## src/rtl/alu_pkg.sv

```systemverilog
// Shared ALU control codes and execute-stage FSM states.
// No logic; pure type definitions consumed by alu_exec and the decoder's users.
// Not applicable: no datapath, no handshake.
package alu_pkg;

    typedef enum logic [2:0] {
        ALU_AND = 3'b000,
        ALU_OR  = 3'b001,
        ALU_ADD = 3'b010,
        ALU_MUL = 3'b011,
        ALU_SUB = 3'b110,
        ALU_SLT = 3'b111
    } alu_ctrl_t;

    typedef enum logic {
        S_IDLE,
        S_MUL
    } alu_state_t;

endpackage

```

## src/rtl/alu_exec_if.sv

```systemverilog
// Operand/result handshake bundle between the issue stage and alu_exec.
// Wires only; no added latency.
// master drives in_valid/out_ready, slave (the unit) drives in_ready/out_valid.
interface alu_exec_if #(
    parameter int WIDTH = 32
);
    logic             in_valid;
    logic             in_ready;
    logic [2:0]       alu_ctrl;
    logic [WIDTH-1:0] a;
    logic [WIDTH-1:0] b;
    logic             out_valid;
    logic             out_ready;
    logic [WIDTH-1:0] result;
    logic             zero;
    logic             err;

    modport master (
        output in_valid, alu_ctrl, a, b, out_ready,
        input  in_ready, out_valid, result, zero, err
    );

    modport slave (
        input  in_valid, alu_ctrl, a, b, out_ready,
        output in_ready, out_valid, result, zero, err
    );
endinterface

```

## src/rtl/serial_mul.sv

```systemverilog
// Iterative shift-add multiplier, low WIDTH bits of the unsigned product.
// Latency: WIDTH step edges after start; done/product valid on the last step.
// No backpressure: the caller only starts it when it can take the product.
module serial_mul #(
    parameter int WIDTH = 32
) (
    input  logic             clk,
    input  logic             reset,
    input  logic             start,
    input  logic [WIDTH-1:0] a,
    input  logic [WIDTH-1:0] b,
    output logic             busy,
    output logic             done,
    output logic [WIDTH-1:0] product
);
    localparam int CW = $clog2(WIDTH);

    logic [WIDTH-1:0] mcand;
    logic [WIDTH-1:0] mplier;
    logic [WIDTH-1:0] acc;
    logic [CW-1:0]    cnt;
    logic [WIDTH-1:0] acc_next;

    // product is the accumulator including the current step's partial product,
    // so the caller can capture it on the final step edge
    assign acc_next = acc + (mplier[0] ? mcand : '0);
    assign product  = acc_next;
    assign done     = busy && (cnt == CW'(WIDTH - 1));

    always_ff @(posedge clk) begin
        if (reset) begin
            busy   <= 1'b0;
            mcand  <= '0;
            mplier <= '0;
            acc    <= '0;
            cnt    <= '0;
        end else if (start) begin
            busy   <= 1'b1;
            mcand  <= a;
            mplier <= b;
            acc    <= '0;
            cnt    <= '0;
        end else if (busy) begin
            acc    <= acc_next;
            mcand  <= mcand << 1;
            mplier <= mplier >> 1;
            cnt    <= cnt + CW'(1);
            if (done) begin
                busy <= 1'b0;
            end
        end
    end
endmodule

```

## src/rtl/alu_exec.sv

```systemverilog
// Execute-stage ALU: AND/OR/ADD/SUB/SLT, illegal-code flagging, serial MUL.
// Latency: 1 cycle for single-cycle codes, WIDTH+1 cycles for MUL.
// Holds result while out_ready is low; in_ready drops during MUL or a stalled result.
module alu_exec
    import alu_pkg::*;
#(
    parameter int WIDTH = 32
) (
    input  logic       clk,
    input  logic       reset,
    alu_exec_if.slave  bus
);
    alu_state_t       state;
    logic             out_valid_q;
    logic [WIDTH-1:0] result_q;
    logic             zero_q;
    logic             err_q;

    logic             accept;
    logic             is_mul;
    logic             mul_busy;
    logic             mul_done;
    logic [WIDTH-1:0] mul_product;
    logic [WIDTH-1:0] op_res;
    logic             op_err;

    assign bus.in_ready  = (state == S_IDLE) && !mul_busy &&
                           (!out_valid_q || bus.out_ready) && !reset;
    assign accept        = bus.in_valid && bus.in_ready;
    assign is_mul        = (bus.alu_ctrl == ALU_MUL);

    assign bus.out_valid = out_valid_q;
    assign bus.result    = result_q;
    assign bus.zero      = zero_q;
    assign bus.err       = err_q;

    always_comb begin
        op_res = '0;
        op_err = 1'b0;
        case (alu_ctrl_t'(bus.alu_ctrl))
            ALU_AND: op_res = bus.a & bus.b;
            ALU_OR:  op_res = bus.a | bus.b;
            ALU_ADD: op_res = bus.a + bus.b;
            ALU_SUB: op_res = bus.a - bus.b;
            ALU_SLT: op_res = {{(WIDTH-1){1'b0}}, ($signed(bus.a) < $signed(bus.b))};
            ALU_MUL: op_res = '0;
            default: op_err = 1'b1;
        endcase
    end

    serial_mul #(.WIDTH(WIDTH)) u_mul (
        .clk     (clk),
        .reset   (reset),
        .start   (accept && is_mul),
        .a       (bus.a),
        .b       (bus.b),
        .busy    (mul_busy),
        .done    (mul_done),
        .product (mul_product)
    );

    always_ff @(posedge clk) begin
        if (reset) begin
            state       <= S_IDLE;
            out_valid_q <= 1'b0;
            result_q    <= '0;
            zero_q      <= 1'b0;
            err_q       <= 1'b0;
        end else begin
            // a consumed result drops unless reloaded below on the same edge
            if (out_valid_q && bus.out_ready) begin
                out_valid_q <= 1'b0;
            end
            case (state)
                S_IDLE: begin
                    if (accept) begin
                        if (is_mul) begin
                            state <= S_MUL;
                        end else begin
                            result_q    <= op_res;
                            zero_q      <= (op_res == '0);
                            err_q       <= op_err;
                            out_valid_q <= 1'b1;
                        end
                    end
                end
                S_MUL: begin
                    if (mul_done) begin
                        result_q    <= mul_product;
                        zero_q      <= (mul_product == '0);
                        err_q       <= 1'b0;
                        out_valid_q <= 1'b1;
                        state       <= S_IDLE;
                    end
                end
            endcase
        end
    end
endmodule

```

## src/flat_wrapper.sv

```systemverilog
// flat-port wrapper written by rule: the top's interface ports become plain ports
module alu_exec_flat import alu_pkg::*;
#(
    parameter int WIDTH = 32
)
  (clk, reset, bus_in_valid, bus_alu_ctrl, bus_a, bus_b, bus_out_ready, bus_in_ready, bus_out_valid, bus_result, bus_zero, bus_err);
  alu_exec_if #(.WIDTH(WIDTH)) bus_i ();
  input  logic clk;
  input  logic reset;
  input wire logic [$bits(bus_i.in_valid)-1:0] bus_in_valid;
  input wire logic [$bits(bus_i.alu_ctrl)-1:0] bus_alu_ctrl;
  input wire logic [$bits(bus_i.a)-1:0] bus_a;
  input wire logic [$bits(bus_i.b)-1:0] bus_b;
  input wire logic [$bits(bus_i.out_ready)-1:0] bus_out_ready;
  output wire logic [$bits(bus_i.in_ready)-1:0] bus_in_ready;
  output wire logic [$bits(bus_i.out_valid)-1:0] bus_out_valid;
  output wire logic [$bits(bus_i.result)-1:0] bus_result;
  output wire logic [$bits(bus_i.zero)-1:0] bus_zero;
  output wire logic [$bits(bus_i.err)-1:0] bus_err;
  assign bus_i.in_valid = bus_in_valid;
  assign bus_i.alu_ctrl = bus_alu_ctrl;
  assign bus_i.a = bus_a;
  assign bus_i.b = bus_b;
  assign bus_i.out_ready = bus_out_ready;
  assign bus_in_ready = bus_i.in_ready;
  assign bus_out_valid = bus_i.out_valid;
  assign bus_result = bus_i.result;
  assign bus_zero = bus_i.zero;
  assign bus_err = bus_i.err;
  alu_exec #(.WIDTH(WIDTH)) u_core (.clk(clk), .reset(reset), .bus(bus_i));
endmodule
```

## config.mk

```make
export PLATFORM = sky130hd
export DESIGN_NAME = alu_exec_flat
export DESIGN_NICKNAME = d
export VERILOG_FILES = /design/src/rtl/alu_pkg.sv /design/src/rtl/alu_exec_if.sv /design/src/rtl/serial_mul.sv /design/src/rtl/alu_exec.sv /design/src/flat_wrapper.sv
export SDC_FILE = /design/constraint.sdc
export NUM_CORES = 1
export LEC_CHECK = 0
export CAP_MARGIN = 20
export CORE_MARGIN = 2
export CORE_UTILIZATION = 50
export CTS_CLUSTER_SIZE = 24
export DETAILED_ROUTE_END_ITERATION = 16
export PLACE_DENSITY = 0.77
export SYNTH_ARGS = -nofsm -noshare
export SYNTH_HDL_FRONTEND = slang
export SYNTH_SLANG_ARGS = --single-unit
export TNS_END_PERCENT = 10
```

## constraint.sdc

```tcl
create_clock -name clk -period 4.7 [get_ports clk]
set_input_delay 1.41 -clock clk [delete_from_list [all_inputs] [get_ports clk]]
set_output_delay 1.41 -clock clk [all_outputs]
set_load 0.01 [all_outputs]
```

# After elaboration in Yosys (flattened, before gate mapping)
# Index checks and enable logic that the tools add are counted.
# word_totals
reg_bits,138
out_inout_bits,36
# op_classes
order_cmp,1
reduce_logical,18
n_bitwise,3
n_eq_ne,9
n_addsub,4
n_mux,30
# ops
op,count
$mux 32,8
$pmux 32 s5,1
$add 32x32->32,2
$logic_not 32->1,2
$pmux 32 s2,1
$and 32x32->32,1
$lt 32x32->1,1
$or 32x32->32,1
$sub 32x32->32,1
$mux 1,16
$pmux 1 s2,4
$logic_and 1x1->1,7
$eq 3x2->1 const B,2
$eq 3x3->1 const B,2
$add 5x1->5 const B,1
$eq 5x5->1 const B,1
$reduce_or 5->1,1
$ne 2x2->1 const B,2
$eq 3x1->1 const B,1
$logic_not 1->1,3
$logic_not 3->1,1
$reduce_and 3->1,1
$ne 2x1->1 const B,1
$reduce_bool 2->1,1
3 further kinds,3

# Depth between registers and ports, before layout
# depth
ltp_word,7
mapped_depth,15
depth_no_buf,15

# By module
# A second synthesis with hierarchy kept.
# hier_totals
cells_unflattened,1839
hier_area_um2,13549.2
# by_module_without_submodules
mod,n_inst,cells_each,area_each_um2
alu_exec,1,1020,7056.8
serial_mul,1,819,6492.5

# Worst setup path after synthesis
# No wires, ideal clock.
# synth_path
path_type,input to register
from,input bus_b[0]
to,"register u_core.zero_q, in the netlist u_core.bus.zero"
path_slack_ps,230
path_stages,14
t_required_ps,4631
setup_time_ps,69
arrival_time_ps,4401
cell_sequence,ha_1 -> inv_1 -> fa_1 -> nand2b_1 -> a21oi_2 -> o211ai_1 -> a21oi_1 -> nor2_1 -> mux2_1 -> or4_1 -> or4_1 -> nor4_1 -> nand4b_1 -> o21ai_1
# synth_via
elab_chain_cells,6
# synth_lines
element,line_no,text
start: declaration,flat_wrapper.sv:13,input wire logic [$bits(bus_i.b)-1:0] bus_b;
$sub 32x32->32 (tied with other cells),alu_exec.sv:44,ALU_SUB: op_res = bus.a - bus.b;
$pmux 32 s5 *,alu_exec.sv:40,case (alu_ctrl_t'(bus.alu_ctrl))
$logic_not 32->1 *,alu_exec.sv:81,zero_q <= (op_res == '0);
$mux 1 *,alu_exec.sv:77,if (is_mul) begin
$mux 1 *,alu_exec.sv:76,if (accept) begin
$pmux 1 s2 *,alu_exec.sv:74,case (state)
end signal: assignment,alu_exec.sv:81,
end signal: assignment,alu_exec.sv:90,zero_q <= (mul_product == '0);
end: declaration,alu_exec.sv:16,logic zero_q;
# Every way passes the cells marked *; elsewhere a longest branch is shown, timed or not. The select of a mux whose other input is x is not followed.
# A chain may end at the register's enable or synchronous reset.

# Final worst setup path
# layout_path
from,input bus_b[4]
to,"register u_core.zero_q, in the netlist u_core.bus.zero"
# The elaborated chain is that of the path after synthesis.

==> summary.md <==
| Metric | Value |
|---|---|
| EDFF count, synth | `0` |
| CTS Buf Count | `17` |
| Predominant post-synthesis flop cell | `dfxtp_1` |
| Starting density of the core | `between 50% and 60%` |
| TritonCTS clock tree | `yes` |
| Yosys top cell by area | `dfxtp_1` |
| Max Fclk | `216.8 MHz` |
| Finished Core Util | `around 70%` |
| Die width | `165.3 µm` |
| Initial DRC Count | `approximately 1300` |
| Total Routing Usage GR | `between 30% and 40%` |
| DR WL/cell | `20.34 µm` |
| Synth top area share | `a little over a fifth` |
| Total grt overflow | `0` |
| Hold Fails Final Rpt | `0` |
| Arrival time at the worst endpoint | `approximately 5000 ps` |
| Vias in the first global route | `13910` |
| Worst min path class | `reg2reg` |
| Setup TNS | `0 ps` |
| Static Leak | `about 7.8 nW` |
| Tcrit/Tclk final | `98.13%` |
| DP HPWL | `around 39000 µm` |
| # rows | `approximately 60` |
| Num Clock Sinks | `approximately 140` |
| Power Dens Cells | `224.3 mW/mm²` |
| GP Congestion | `1.056` |
| CTS max path bufs | `2` |
| Ys Warns | `0` |
| Crit start category | `input pin` |
| Largest net degree at the start of global routing | `64` |
| Vias | `14690` |
| First-pass GRT wire length | `about 75000 µm` |
| Unique masters post-synth | `84` |
| Clock Skew | `18.01 ps` |
| Crit. End Element | `flip-flop` |
| Top cells by area, synth | `dfxtp_1, ha_1, mux2i_1` |
| Drt total wl | `49870 µm` |
| Root Buffer | `clkbuf_16` |
| Layout cell share with drive strength beyond 1 | `roughly 22%` |
| Relative slew slack | `42.66%` |
| Post-layout min period | `about 4600 ps` |
| Post-place setup slack | `-735.8 ps` |
| Post-route ant nets | `0` |
| Tightest Pin Transition | `roughly 860 ps` |
| Required time of the critical path | `roughly 5100 ps` |
| Worst-skew pair later-pin latency | `between 400 and 500 ps` |
| Clk slew on worst S/H paths | `about 70 ps` |
| Final setup fails | `0` |
| Pre-Repair DR Iteration Count | `6` |
| Final nets | `2311` |
| Yosys reg bits | `138` |
| Syn_nets | `1946` |
| Max Slew Vio Count | `0` |
| R2R depth | `13` |
| Syn avg cell area | `between 7 and 8 µm²` |
| Peak supply drop | `roughly 190 µV` |
| Die ar. | `between 0.02 and 0.03 mm²` |
| Async SR Flop Fraction | `0%` |
| Die Height | `roughly 170 µm` |
| Hold Path Cell Cnt | `2` |
| Buffers on Ports | `around 110` |
| Cell count after synthesis | `1740` |
| Status | `finished, final reports clean` |
| I/O Pins | `roughly 110` |
| Initial antenna violation count | `0` |
| Worst-path maximum fanout | `4` |
| Core area | `around 0.026 mm²` |
| Sequential fraction of the synthesis area | `between 20% and 30%` |
| Max-Cap Viols | `0` |
| Routed vias/inst | `between 5 and 6` |
| # DRC | `0` |
| # diodes | `0` |
| Fill cells | `2193` |
| H-tree depth | `4` |
| Mapped Area | `around 0.013 mm²` |
| Hold Buf Count CTS | `0` |
| Synth-to-layout area growth | `36.09%` |
| Kind of critical path | `in2reg` |
| Setup WS post-layout | `about 88 ps` |
[worst paths after layout]
check / start / slack, ps / endpoint
worst min register to register: u_core.bus.result[9]$_SDFFE_PP0P_ / 450 / u_core.bus.result[9]$_SDFFE_PP0P_
worst max register to register: u_core.u_mul.mplier[0]$_SDFFE_PP0P_ / 700 / u_core.bus.result[28]$_SDFFE_PP0P_
worst min-delay path: u_core.bus.result[9]$_SDFFE_PP0P_ / 450 / u_core.bus.result[9]$_SDFFE_PP0P_
worst max-delay path: bus_b[4] / 90 / u_core.bus.zero$_SDFFE_PP0P_
[cell families (layout without fill, tap and decap cells)]
| kind of cell | Yosys count | in the layout | share of synthesized area, % |
|---|---|---|---|
| DFF | 138 | 138 | 21.22 |
| adders and majority gates | 135 | 135 | 13.15 |
| and+or+nand+nor | 560 | 560 | 20.46 |
| muxes | 96 | 96 | 7.421 |
| buffers and inverters | 234 | 611 | 6.998 |
| xor gates and xnor gates | 46 | 46 | 3.095 |
| AOI/OAI and AO/OA | 531 | 531 | 27.66 |
[cell usage after synthesis (13+ instances only)]
cell,number
a211oi_1,60
a21o_1,22
a21oi_1,158
a22oi_1,36
and2_1,36
clkbuf_1,81
dfxtp_1,138
ha_1,132
inv_1,126
mux2i_1,92
nand2_1,148
nand2b_1,31
nand3_1,36
nand4_1,19
nor2_1,181
nor2b_1,13
nor3_1,31
nor4_1,13
o211ai_1,30
o21a_1,18
o21ai_0,61
o22ai_1,16
xnor2_1,31
xor2_1,15
[metal layers]
metal	up-vias	global-route usage, %	share of wire, %
met5	-	0	0
met4	0	17.08	5.4
met3	145	4.121	6.6
met2	656	59.43	46
met1	6888	46.16	42
li1	7000	-	-
[cells in the final DEF, fill, tap and decap left out, types with 34 or more instances in the layout]
master           Yosys  layout
mux2i_1             92      92
a211oi_1            60      58
a22oi_1             36      36
buf_4                5     339
nand2_1            148     147
a21oi_1            158     152
nand3_1             36      34
and2_1              36      36
inv_1              126     123
nor2_1             181     176
clkdlybuf4s50_1      0     101
ha_1               132     121
o21ai_0             61      55
dfxtp_1            138     137
[worst max-delay path: stages]
cell and delay [ps]:
clkdlybuf4s50_1 490, inv_1 100, ha_4 280, buf_4 140
a2111o_2 480, a21oi_4 190, buf_12 130, nor4b_4 50
buf_4 150, buf_4 130, o21ba_2 220, nor2_2 100
a41oi_2 150, xnor2_2 220, a2111oi_4 380, buf_4 160
nand4b_1 80, o21ai_1 120
[report_power, final]
group	internal [W]	total (W)	switching [W]
Sequential	0.00119	0.00122	0.0000210
Clock	0.000696	0.00136	0.000669
Combinational	0.000655	0.00139	0.000737
[timing repair]
| action | CTS | global route |
|---|---|---|
| buffers inserted | 2 | 8 |
| pin swaps | 15 | 25 |
| resized for setup | 24 | 66 |
| endpoints found under the setup margin | 2 | 10 |
[sequential cells by signal, summed over array words and instances, names as in the netlist, 5 cells and up]
| register | flops |
|---|---|
| u_core.u_mul.acc | 32 |
| u_core.u_mul.cnt | 5 |
| u_core.bus.result | 32 |
| u_core.u_mul.mplier | 32 |
| u_core.u_mul.mcand | 32 |
[per-stage QoR]
| stage | total power, W | hold WS, ps | cells | area (µm²) |
|---|---|---|---|---|
| 3_5_place_dp | 0.002511 | 444.5 | 2411 | 16630 |
| 4_1_cts | 0.003873 | 454.3 | 2444 | 17290 |
| 6_report | 0.003972 | 450.1 | 2452 | 17710 |
| 3_3_place_gp | 0.002502 | 439.8 | 2411 | 16630 |
| 2_1_floorplan | 0.001850 | 436.0 | 1740 | 13020 |
| 5_1_grt | 0.004102 | 473.2 | 2452 | 17710 |
[final cells by class]
class | count | area, µm² | area share [%]
Sequential cell | 138 | 2766 | 15.62
Multi-Input combinational cell | 1368 | 9781 | 55.22
Timing Repair Buffer | 451 | 3709 | 20.94
Inverter | 129 | 484.2 | 2.734
Clock inverter | 14 | 128.9 | 0.7276
Tap cell | 335 | 419.2 | 2.366
Clock buffer | 17 | 425.4 | 2.402
Note: power is estimated with default switching activity, not from simulation.
